## config.mk

```make
export PLATFORM = sky130hd
export DESIGN_NAME = snake_step_ctrl
export DESIGN_NICKNAME = d
export VERILOG_FILES = /design/src/rtl/snake_step_ctrl.sv
export SDC_FILE = /design/constraint.sdc
export NUM_CORES = 1
export LEC_CHECK = 0
export ABC_AREA = 1
export CAP_MARGIN = 20
export CORE_MARGIN = 2
export CORE_UTILIZATION = 55
export DETAILED_ROUTE_END_ITERATION = 10
export GPL_ROUTABILITY_DRIVEN = 0
export PLACE_DENSITY = 0.82
export SLEW_MARGIN = 20
export SYNTH_ARGS = -nofsm -noshare
export SYNTH_HDL_FRONTEND = slang
export SYNTH_SLANG_ARGS = --single-unit
```

## constraint.sdc

```tcl
create_clock -name clk -period 4 [get_ports clk]
set_input_delay 0.8 -clock clk [delete_from_list [all_inputs] [get_ports clk]]
set_output_delay 0.8 -clock clk [all_outputs]
set_load 0.005 [all_outputs]
```

## src/rtl/snake_step_ctrl.sv

```systemverilog
// Game-step controller: button edges -> direction, step tick, snake length and game state.
// Optional SNAKE_SPEEDUP_EN: each apple shortens the tick period by one clk (floor 2).
module snake_step_ctrl #(
  parameter int TICK_DIV = 8,
  parameter int INIT_LEN = 3,
  parameter int MAX_LEN  = 64,
  parameter int LEN_W    = 8
) (
  input  logic             clk,
  input  logic             reset,
  input  logic             btn_up,
  input  logic             btn_down,
  input  logic             btn_left,
  input  logic             btn_right,
  input  logic             head_at_apple,
  input  logic             head_hit_body,
  output logic             tick,
  output logic [1:0]       direction,
  output logic [LEN_W-1:0] hold_time,
  output logic             eat_apple,
  output logic             game_over,
  output logic             running
);

  // state | meaning
  // IDLE  | waiting for first button edge, no ticks
  // RUN   | game stepping, tick every period clks
  // OVER  | collision seen, waiting for a button edge to restart
  typedef enum logic [1:0] {S_IDLE, S_RUN, S_OVER} state_t;

  localparam int CNT_W = $clog2(TICK_DIV + 1);

  state_t           state, state_nxt;
  logic [3:0]       btn_now, btn_hist, btn_edge;
  logic             any_edge;
  logic [1:0]       win_dir;
  logic [1:0]       pend;
  logic             pend_vld;
  logic [CNT_W-1:0] cnt, cnt_last;
  logic             tick_cyc;

  assign btn_now  = {btn_up, btn_down, btn_left, btn_right};
  assign btn_edge = btn_now & ~btn_hist;
  assign any_edge = |btn_edge;

  always_comb begin
    win_dir = 2'b00;
    if (btn_edge[3])      win_dir = 2'b11;
    else if (btn_edge[2]) win_dir = 2'b01;
    else if (btn_edge[1]) win_dir = 2'b10;
    else                  win_dir = 2'b00;
  end

`ifdef SNAKE_SPEEDUP_EN
  logic [CNT_W-1:0] period;
  assign cnt_last = period - CNT_W'(1);

  always_ff @(posedge clk or negedge reset) begin
    if (!reset) begin
      period <= CNT_W'(TICK_DIV);
    end else if (state == S_OVER && any_edge) begin
      period <= CNT_W'(TICK_DIV);
    end else if (tick_cyc && !head_hit_body && head_at_apple && period > CNT_W'(2)) begin
      period <= period - CNT_W'(1);
    end
  end
`else
  assign cnt_last = CNT_W'(TICK_DIV - 1);
`endif

  assign tick_cyc  = (state == S_RUN) && (cnt == cnt_last);
  assign tick      = tick_cyc;
  assign running   = (state == S_RUN);
  assign game_over = (state == S_OVER);

  always_ff @(posedge clk or negedge reset) begin
    if (!reset) state <= S_IDLE;
    else        state <= state_nxt;
  end

  always_comb begin
    state_nxt = state;
    case (state)
      S_IDLE:  if (any_edge) state_nxt = S_RUN;
      S_RUN:   if (tick_cyc && head_hit_body) state_nxt = S_OVER;
      S_OVER:  if (any_edge) state_nxt = S_IDLE;
      default: state_nxt = S_IDLE;
    endcase
  end

  always_ff @(posedge clk or negedge reset) begin
    if (!reset) begin
      btn_hist  <= 4'b0000;
      cnt       <= '0;
      pend      <= 2'b00;
      pend_vld  <= 1'b0;
      direction <= 2'b00;
      hold_time <= LEN_W'(INIT_LEN);
      eat_apple <= 1'b0;
    end else begin
      btn_hist <= btn_now;
      cnt      <= (state == S_RUN && !tick_cyc) ? cnt + CNT_W'(1) : '0;
      case (state)
        S_IDLE: begin
          if (any_edge) begin
            pend     <= win_dir;
            pend_vld <= 1'b1;
          end
        end
        S_RUN: begin
          if (tick_cyc) begin
            pend_vld <= 1'b0;
            if (head_hit_body) begin
              eat_apple <= 1'b0;
            end else begin
              eat_apple <= head_at_apple;
              if (head_at_apple && hold_time < LEN_W'(MAX_LEN))
                hold_time <= hold_time + LEN_W'(1);
              if (pend_vld && pend != (direction ^ 2'b10))
                direction <= pend;
            end
          end
          // an edge in the tick cycle itself is queued for the following tick
          if (any_edge) begin
            pend     <= win_dir;
            pend_vld <= 1'b1;
          end
        end
        S_OVER: begin
          eat_apple <= 1'b0;
          if (any_edge) begin
            hold_time <= LEN_W'(INIT_LEN);
            direction <= 2'b00;
            pend_vld  <= 1'b0;
          end
        end
        default: ;
      endcase
    end
  end

endmodule

```

## After elaboration in Yosys (flattened, before gate mapping)

Cells that the tools add are included.

| operators by class | value |
|---|---|
| $lt $le $gt $ge | 1 |
| add/sub/neg operators | 2 |
| muxes and demuxes | 25 |
| bitwise operators | 3 |
| shift-type cells | 0 |
| reductions and logical operators | 17 |
| eq/ne operators | 12 |
| divide/modulo/power cells | 0 |
| $mul | 0 |

Operators by type and width:

| kind | count |
|---|---|
| $mux W8 | 4 |
| $mux W2 | 9 |
| $pmux W8 S2 | 1 |
| $ne A2 B1 Y1 const B | 5 |
| $reduce_and A5 Y1 | 2 |
| $add A8 B1 Y8 const B | 1 |
| $lt A8 B7 Y1 const B | 1 |
| $mux W1 | 6 |
| $pmux W2 S3 | 1 |
| $logic_and A1 B1 Y1 | 5 |
| $add A4 B1 Y4 const B | 1 |
| $and A4 B4 Y4 | 1 |
| $eq A4 B3 Y1 const B | 1 |
| $mux W4 | 1 |
| $ne A2 B2 Y1 const B | 2 |
| $not A4 Y4 | 1 |
| $pmux W2 S2 | 1 |
| $reduce_and A2 Y1 | 2 |
| $reduce_and A4 Y1 | 1 |
| $reduce_or A4 Y1 | 1 |
| $ne A3 B1 Y1 const B | 1 |
| $pmux W1 S3 | 1 |
| $reduce_and A3 Y1 | 1 |
| $reduce_bool A3 Y1 | 1 |
| 9 further kinds | 9 |

| word-level totals | value |
|---|---|
| bits in read-only memories | 0 |
| flip-flop bits (word level) | 24 |
| bits in latches | 0 |
| memories kept | 0 |
| bits of input ports | 8 |
| logic and storage cells | 68 |
| RAM bits | 0 |

## Logic depth before layout (Yosys ltp)

Gate-level depths: netlist of run 1.

| logic depth | value |
|---|---|
| word-level depth | 7 |
| mapped depth | 11 |
| mapped depth without buffers | 11 |

## Worst setup path after synthesis of run 1

No wires, ideal clock.

| timing path | value |
|---|---|
| path kind | register to output |
| from | register cnt[0] |
| to | output tick |
| data arrival time | 0.936 ns |
| setup slack | 2.264 ns |
| stages on the path, launching flop included | 6 |
| buffers on the path | 0 |
| cells stage by stage | dfrtp_1 ha_1 nand3_1 inv_1 nand2_1 inv_1 |

| between the ends | value |
|---|---|
| word-level cells in the longest chain between the ends | 2 |

RTL lines:

| what | line | RTL |
|---|---|---|
| start: declaration | 39 | `logic [CNT_W-1:0] cnt, cnt_last;` |
| start signal: assignment | 102 | `cnt <= (state == S_RUN && !tick_cyc) ? cnt + CNT_W'(1) : '0;` |
| $eq A4 B3 Y1 | 71 | `assign tick_cyc = (state == S_RUN) && (cnt == cnt_last);` |
| $logic_and A1 B1 Y1 | 71 |  |
| end: declaration | 17 | `output logic tick,` |

Every way passes these cells.

## Worst setup path after layout of run 1

Same ends and word-level chain as after synthesis.

==> key figures, run 1 <==
Critical path
  • WP data arrival: 1.87 ns
  • Largest fanout on the critical path: 3
  • CP Class: flip-flop to primary output
  • Critical path launch point type: flip-flop
  • Required time of the critical path: 3.20 ns
  • Setup crit end kind: primary output

STA
  • Unrepaired setup endpoints after global routing: false
  • Fin crit share: 0.6665
  • Fmax: 0.3751 GHz
  • Tmin final: 2.666 ns
  • Clock Skews: 0.003094 ns
  • Worst-Margin Slew: 0.5649 ns
  • Hold Violations, Final: 0
  • Sum of negative setup slack: 0 ns
  • Setup violations, final: 0
  • Slew headroom: 0.6230
  • Pins Over Slew Limit: 0

Pwr
  • Power Density: 473.8 nW/um^2
  • Power, Total: 711.9 uW
  • P_leak: 0.7795 nW
  • Max rail drop VDD: 0.2703 mV

Synthesis
  • Post-synthesis cell type count: 27
  • Dominant cell type by area after synthesis: dfrtp_1
  • Top cells by area, synth: dfrtp_1, nand2_1, inv_1, dfstp_2, nor2_1
  • Post-synth EDFFs: 0
  • Syn_area_per_cell: 8.361 um^2
  • Synthesized instance count: 148
  • Sequential share of the synthesized area: 0.4874
  • Cell Area, Synth: 1237 um^2
  • Post-synth ARST share: 1.000
  • Synth top area share: 0.4449
  • Main synth FF type: dfrtp_1
  • Seq cells post-synth: 24
  • Syn Nets: 158
  • Yosys warning count: 0

Drt
  • Routed via count: 1029
  • DRC: 0
  • DRT Pass-1 Iters: 4
  • Vias per Instance: 5.145
  • Routed wire per std cell: 12.89 um
  • Final WL: 2.577 mm
  • Antenna Nets Post-Route: 0
  • Initial drt markers: 10

Hold path
  • Worst min path class: input port to async pin

Floorplanning
  • Die height: 51.43 um
  • Die ar.: 2645 um^2
  • FP Rows: 17
  • Die width: 51.43 um
  • Core Area: 2170 um^2
  • Starting Density: 0.5704
  • I/O pins: 22

Final layout
  • Final nets: 183
  • Fillcell total: 192
  • Ant diodes: 0
  • Non-Filler Instances: 200
  • Area grow syn2layout: 21.44%
  • Share of cells above drive strength 1: 0.1453
  • Layout Utilization: 0.6926

Clock network
  • CTS H-Tree Depth: 1
  • Clock latency at the later pin of the worst-skew pair: 0.32 ns
  • Post-CTS Hold Fix Bufs: 0
  • TritonCTS clock tree: built
  • Root Driver: clkbuf_4
  • Max Root-Sink Buffers: 2
  • CTS Buf Count: 3
  • Post-CTS Setup Bufs: 0
  • Sink Count: 24
  • Post-CTS Resized: 0
  • Clock-pin slew on the worst setup and hold paths: 0.13 ns

Global routing
  • Overflow after GRT: 0
  • Largest net degree at the start of global routing: 25
  • Initial antenna violation count: 0
  • Number of global-route vias before repair: 1080
  • First-pass GRT wire length: 4.491 mm
  • Total track usage: 0.2312

Job
  • Max Cap Violations: 0

Placement
  • Dpl cells: 196
  • PortBufs: 21
  • Post-DP HPWL: 1.933 mm

Status
  • Status: completed
==> worst max-delay path, stage by stage, from the launching register on <==
cell             delay [ns]
dfrtp_1                0.39
ha_1                   0.20
nand3_1                0.15
inv_1                  0.11
nand2_1                0.10
inv_1                  0.09
clkdlybuf4s50_1        0.50
==> layout make-up <==
cell class	count	area, um^2	area share
clock buffers	4	36.28	0.02415
well taps	28	35.03	0.02331
flip-flops and latches	24	603.1	0.4013
multi-input cells	98	524.3	0.3489
repair buffers	21	205.2	0.1366
inverters	25	98.84	0.06578
==> final timing paths <==
check	start	end	slack, ns	cells after the start
setup / recovery	cnt[0]	tick	1.33	6
hold / removal	reset	btn_hist[2]	0.43	1
setup reg to reg	state[0]	hold_time[3]	2.09	8
hold reg to reg	cnt[0]	cnt[0]	0.47	1
max in group asynchronous	reset	hold_time[1]	3.20	1
min in group clk	cnt[0]	cnt[0]	0.47	1
==> power breakdown <==
part / total (mW) / switching, mW / internal [mW]
registers: 0.337 / 0.0449 / 0.292
clock network: 0.132 / 0.0760 / 0.0558
logic: 0.243 / 0.132 / 0.111
==> state kept, by name, summed over array words and instances, names as in the netlist <==
signal     cells
cnt            4
direction      2
eat_apple      1
btn_hist       4
hold_time      8
state          2
pend           2
pend_vld       1
==> layout by cell type (no fill, tap or decap), drive strengths merged <==
cell           Yosys  final
o21a               1      1
o21ai              6      6
a31oi              1      1
inv               25     25
nand2             51     51
clkbuf             0      4
ha                 2      2
a21oi              1      1
clkdlybuf4s50      0     20
nor2              16     16
xor2               1      1
dfrtp             22     22
xnor2              5      5
buf                1      1
nand4              5      5
dfstp              2      2
nor3               1      1
o31ai              1      1
a22oi              1      1
nand3              6      6
==> synthesized netlist by cell type (3+ instances only) <==
cell type	count
nand4_1	5
nand2_2	5
dfrtp_1	22
o21ai_2	3
nor2_1	13
nand3_1	5
xnor2_1	5
inv_1	21
inv_2	3
nand2_1	44
==> cell families after synthesis <==
logic type / share of synthesized area
AND/OR/NAND/NOR: 0.3003
XOR/XNOR: 0.04247
AO/OA/AOI/OAI: 0.06067
adder cells (fa/ha/maj): 0.02022
buffers and inverters: 0.08898
flip-flops: 0.4874
==> metrics by stage <==
stage | setup slack, ns | hold WS [ns] | area (um^2)
floorplan | 2.264 | 0.4295 | 1237
CTS | 1.335 | 0.4700 | 1508
detailed placement | 1.377 | 0.4522 | 1471
finish | 1.334 | 0.4343 | 1503
global route | 1.227 | 0.4651 | 1503
global placement | 1.449 | 0.4408 | 1471
==> metal layers <==
layer	global-route usage	up-vias	wire, um
met5	0	-	0
met3	0.04678	9	95
met4	0.1140	0	76
met2	0.4038	27	1266
met1	0.2667	485	1138
li1	-	508	-
No activity file was read; power rests on OpenSTA's default activity.
==> run 2, diff against run 1 <==
--- a/config.mk
+++ b/config.mk
@@ -8,10 +8,10 @@
 export ABC_AREA = 1
 export CAP_MARGIN = 20
 export CORE_MARGIN = 2
-export CORE_UTILIZATION = 55
+export CORE_UTILIZATION = 51
 export DETAILED_ROUTE_END_ITERATION = 10
 export GPL_ROUTABILITY_DRIVEN = 0
-export PLACE_DENSITY = 0.82
+export PLACE_DENSITY = 0.77
 export SLEW_MARGIN = 20
 export SYNTH_ARGS = -nofsm -noshare
 export SYNTH_HDL_FRONTEND = slang
==> constraint.sdc (replaced) <==
create_clock -name clk -period 2.61 [get_ports clk]
set_input_delay 0.522 -clock clk [delete_from_list [all_inputs] [get_ports clk]]
set_output_delay 0.522 -clock clk [all_outputs]
set_load 0.005 [all_outputs]
==> key figures, run 2 (synthesis gave the netlist of run 1 again) <==
Final layout
  • Largest reg by FF count: hold_time
  • Most frequent cells in the layout: nand2_1, dfrtp_1, inv_1, clkdlybuf4s50_1, nor2_1
  • Fillcell total: 199
  • Final nets: 185
  • Non-Filler Instances: 202
  • Top Registers: hold_time: 8 flops, btn_hist: 4 flops, cnt: 4 flops
  • Ant diodes: 0
  • Share of cells above drive strength 1: 0.1494
  • Most common cell after layout, fill and taps aside: nand2_1
  • Max reg flops: 8
  • Area grow syn2layout: 23.05%
  • Layout Utilization: 0.6754

Floorplanning
  • Core Area: 2255 um^2
  • FP Rows: 17
  • Starting Density: 0.5488
  • Die width: 53.26 um
  • Die ar.: 2836 um^2
  • I/O pins: 22
  • Die height: 53.26 um

Drt
  • Vias per Instance: 4.921
  • Routed via count: 994
  • DRT Pass-1 Iters: 4
  • Routed wire per std cell: 11.14 um
  • Antenna Nets Post-Route: 0
  • WL met1: 1.072 mm
  • DR WL met3: 46 um
  • Final WL: 2.251 mm
  • DRC: 0
  • Metal2 WL: 1.121 mm
  • Initial drt markers: 15
  • Highest Signal Layer: met4

STA
  • Sum of negative setup slack: 0 ns
  • Slew headroom: 0.5240
  • Clock Skews: 0.003633 ns
  • Fmax: 0.4296 GHz
  • Fin crit share: 0.8919
  • Tmin final: 2.328 ns
  • Unrepaired setup endpoints after global routing: false
  • Worst-Margin Slew: 0.7117 ns
  • Pins Over Slew Limit: 0
  • Hold Violations, Final: 0
  • Setup violations, final: 0

Clock network
  • Max Root-Sink Buffers: 2
  • Post-CTS Setup Bufs: 0
  • Root Driver: clkbuf_4
  • Post-CTS Resized: 0
  • Sink Count: 24
  • Clock latency at the later pin of the worst-skew pair: 0.30 ns
  • Clock-pin slew on the worst setup and hold paths: 0.13 ns
  • CTS Buf Count: 3
  • TritonCTS clock tree: built
  • CTS H-Tree Depth: 1
  • Post-CTS Hold Fix Bufs: 0

Hold path
  • Worst min path class: flip-flop to flip-flop

Global routing
  • Initial antenna violation count: 0
  • Largest net degree at the start of global routing: 16
  • Number of global-route vias before repair: 916
  • First-pass GRT wire length: 3.822 mm
  • Overflow after GRT: 0
  • Total track usage: 0.1865

Critical path
  • Critical path launch point type: flip-flop
  • Setup crit end kind: primary output
  • Required time of the critical path: 2.09 ns
  • WP data arrival: 1.81 ns
  • CP Class: flip-flop to primary output
  • Largest fanout on the critical path: 3

Pwr
  • Max rail drop VDD: 0.4348 mV
  • P_leak: 0.7897 nW
  • Power Density: 702.1 nW/um^2

Placement
  • Post-DP HPWL: 1.783 mm
  • Dpl cells: 198
  • PortBufs: 21

Status
  • Status: completed

Job
  • Max Cap Violations: 0
-- run 2: layer usage --
metal | GRT usage | vias up
met2 | 0.3251 | 11
li1 | - | 509
met3 | 0.02825 | 2
met5 | 0 | -
met4 | 0.05128 | 0
met1 | 0.2373 | 472
-- run 2: per-stage QoR --
step / worst slack (ns) / cell area, um^2 / total power [mW] / hold WS, ns
final: 0.2821 / 1523 / 1.069 / 0.4691
after global routing: 0.1285 / 1523 / 1.159 / 0.5095
after CTS: 0.2648 / 1523 / 1.083 / 0.4717
after detailed placement: 0.5930 / 1486 / 0.8906 / 0.4539
after global placement: 0.6219 / 1486 / 0.8734 / 0.4436
after floorplan: 1.152 / 1237 / 0.7501 / 0.2264
-- run 2: final timing paths --
check,startpoint,to,slack [ns],cells after the start
max reg2reg,hold_time[0],hold_time[6],1.04,9
min,cnt[0],cnt[0],0.47,1
max in group asynchronous,reset,state[1],1.37,2
min in group asynchronous,reset,direction[0],0.62,1
max,cnt[0],tick,0.28,6
min reg2reg,cnt[0],cnt[0],0.47,1
-- run 2: power breakdown --
group | total (mW) | internal (mW) | switching [mW] | leakage, nW
Combinational | 0.367 | 0.172 | 0.194 | 0.489
Clock | 0.192 | 0.0850 | 0.107 | 0.0210
Sequential | 0.510 | 0.447 | 0.0628 | 0.279
Total | 1.07 | 0.704 | 0.365 | 0.790
-- run 2: critical path: stages (launching register included) --
cell	delay [ns]
dfrtp_1	0.39
ha_1	0.19
nand3_1	0.15
inv_1	0.11
nand2_1	0.09
inv_1	0.08
clkdlybuf4s50_1	0.50
-- run 2: area by class of cell --
class / count / area (um^2) / area share
tap: 28 / 35.03 / 0.02301
sequential: 24 / 603.1 / 0.3961
clock buffer: 4 / 36.28 / 0.02383
inverter: 25 / 98.84 / 0.06491
multi-input combinational: 98 / 524.3 / 0.3443
timing repair buffer: 23 / 225.2 / 0.1479
==> RTL edit, RTL diff (config.mk and constraints of run 1) <==
Encoding of `state_t`: now one-hot (3 bits for 3 states).
--- a/src/rtl/snake_step_ctrl.sv
+++ b/src/rtl/snake_step_ctrl.sv
@@ -26,7 +26,7 @@
   // IDLE  | waiting for first button edge, no ticks
   // RUN   | game stepping, tick every period clks
   // OVER  | collision seen, waiting for a button edge to restart
-  typedef enum logic [1:0] {S_IDLE, S_RUN, S_OVER} state_t;
+  typedef enum logic [2:0] {S_IDLE = 3'b001, S_RUN = 3'b010, S_OVER = 3'b100} state_t;
 
   localparam int CNT_W = $clog2(TICK_DIV + 1);
 
Formal check against the unedited RTL: same outputs for any inputs over 10 cycles, from zero or initial values and one cycle with reset low; not proved beyond that.
==> RTL edit against run 1 <==
- final cell count rose by 11%
- power rose by 40%
- setup slack improved by 0.13 ns
- routed wire length fell by 4.3%
- sequential cell count rose by 1
- design area rose by 6.6%
- clock power fell by 11%
- synthesized area rose by 7.6%
- via count rose by 7.2%
- critical path depth fell by 2
- clock skew barely moved
- worst hold slack got worse by 0.0028 ns
==> RTL edit: results (changes against run 1) <==
[cells_and_area]
n_all_buffers=21  ; unchanged
multi_input_gates=119  ; was 98
drive_above_1_share_pct=13.9  ; was 14.5%
fill_cells=190  ; was 192
clkCellAreaFrac_pct=1.87  ; was 2.41%
nets=205  ; was 183
layout.nonclk_buf_share_pct=12.8  ; was 13.7%
inv_count=25  ; unchanged
multi_input_area_share_pct=37.8  ; was 34.9%
seqCellArea_sq_um=629  ; was 603 sq um
seq_share_pct=39.3  ; was 40.1%
nClkBuffers=3  ; was 4

[detailed_routing]
vias_per_cell=4.97  ; was 5.15
dr.first_iter.drc_count=31  ; was 10
wl_per_cell_microns=11.1  ; was 12.9 microns
drt_first_pass_iters=4  ; unchanged
vias=1103  ; was 1029

[sta]
fin_skew_ns=0.00301  ; was 0.00309 ns
worstMarginPinSlew_ns=0.534  ; was 0.565 ns
tns_ns=0  ; unchanged
layout_setup_ws_ns=1.46  ; was 1.33 ns
holdWs_ns=0.432  ; was 0.434 ns

[placed_design]
hpwl_microns=1920  ; was 1930 microns
portBuffers=21  ; unchanged
dpl.cell_count=218  ; was 196
dp_worst_setup_slack_ns=1.81  ; was 1.38 ns

[grt]
antenna_found_initial=0  ; unchanged
grt_max_degree=26  ; was 25
grt_first_pass_wirelength_microns=4370  ; was 4490 microns
groute.usage.overall_pct=21.3  ; was 23.1%

[worst_setup_path]
rrSetupSlack_ns=2.49  ; was 2.09 ns
startpoint=cnt[0]$_DFF_PN0_  ; unchanged
critical_path.endpoint=tick  ; unchanged
critPathMaxFanout=3  ; unchanged
r2r_start=hold_time[0]$_DFFE_PN1P_  ; was state[0]$_DFFE_PN0P_
r2r-end=hold_time[6]$_DFFE_PN0P_  ; was hold_time[3]$_DFFE_PN0P_
reg2reg_depth=9  ; was 8

[cts]
cts.path.max_buffers=2  ; unchanged
cts_root_buf=clkbuf_4  ; unchanged
cts.repair.resized=0  ; unchanged
postCtsSetupBuffers=0  ; unchanged
insertion_delay_ns=0.32  ; about the same
clkTransAtPathRegs_ns=0.14
cts_htree_levels=1  ; unchanged
hold_buffers=0  ; unchanged

[synth]
async_flop_share_pct=100  ; unchanged
synthDistinctLibCells=25  ; was 27
ys_ff_latch=25  ; was 24
ys_seq_area_share_pct=47.3  ; was 48.7%
yosys-top-cells-count=nand2_1 (61), dfrtp_1 (22), inv_1 (18), nor2_1 (16), nand3_1 (9)  ; was nand2_1 (44), dfrtp_1 (22), inv_1 (21), nor2_1 (13)
syn_area_per_cell_sq_um=7.88  ; was 8.36 sq um
yosysWarnings=0  ; unchanged
synthFlopType=dfrtp_1  ; unchanged
synthTopCellsByArea=dfrtp_1 (41%), nand2_1 (17%), dfstp_2 (5.9%), inv_1 (5.1%), nor2_1 (4.5%)  ; was dfrtp_1 (44%), nand2_1 (13%), inv_1 (6.4%), dfstp_2 (4.2%), nor2_1 (3.9%)
synth_nets=179  ; was 158

[outcome]
status=finished clean  ; unchanged

[pwr]
leakagePower_nw=0.812  ; was 0.779 nW
max-vdd-ir-drop_mv=0.353  ; was 0.270 mV

[min_path]
hp-class=in -> async  ; unchanged

[floorplan]
rows=17  ; unchanged

## RTL edit: worst max-delay path, stage by stage (launching register included)
cell	delay [ns]
dfrtp_1	0.39
ha_1	0.17
nand2_1	0.09
nor3_1	0.22
clkdlybuf4s50_1	0.54
## RTL edit: cell families after synthesis
family,synth area share [%]
XOR/XNOR,1.32
flip-flops,47.3
buffers and inverters,7.24
AND/OR/NAND/NOR,38.0
adder cells (fa/ha/maj),1.88
AO/OA/AOI/OAI,4.32
## RTL edit: power breakdown
group | total, mW | leakage (nW) | internal [mW] | switching (mW)
Sequential | 0.403 | 0.305 | 0.337 | 0.0666
Combinational | 0.477 | 0.493 | 0.211 | 0.266
Clock | 0.118 | 0.0139 | 0.0382 | 0.0801
Total | 0.999 | 0.812 | 0.586 | 0.413
## RTL edit: layer usage
layer / up-vias / track usage, % / routed length [microns]
li1: 574 / - / -
met1: 505 / 26.9 / 1180
met5: - / 0 / 0
met3: 4 / 3.67 / 88
met2: 20 / 35.0 / 1160
met4: 0 / 10.7 / 31
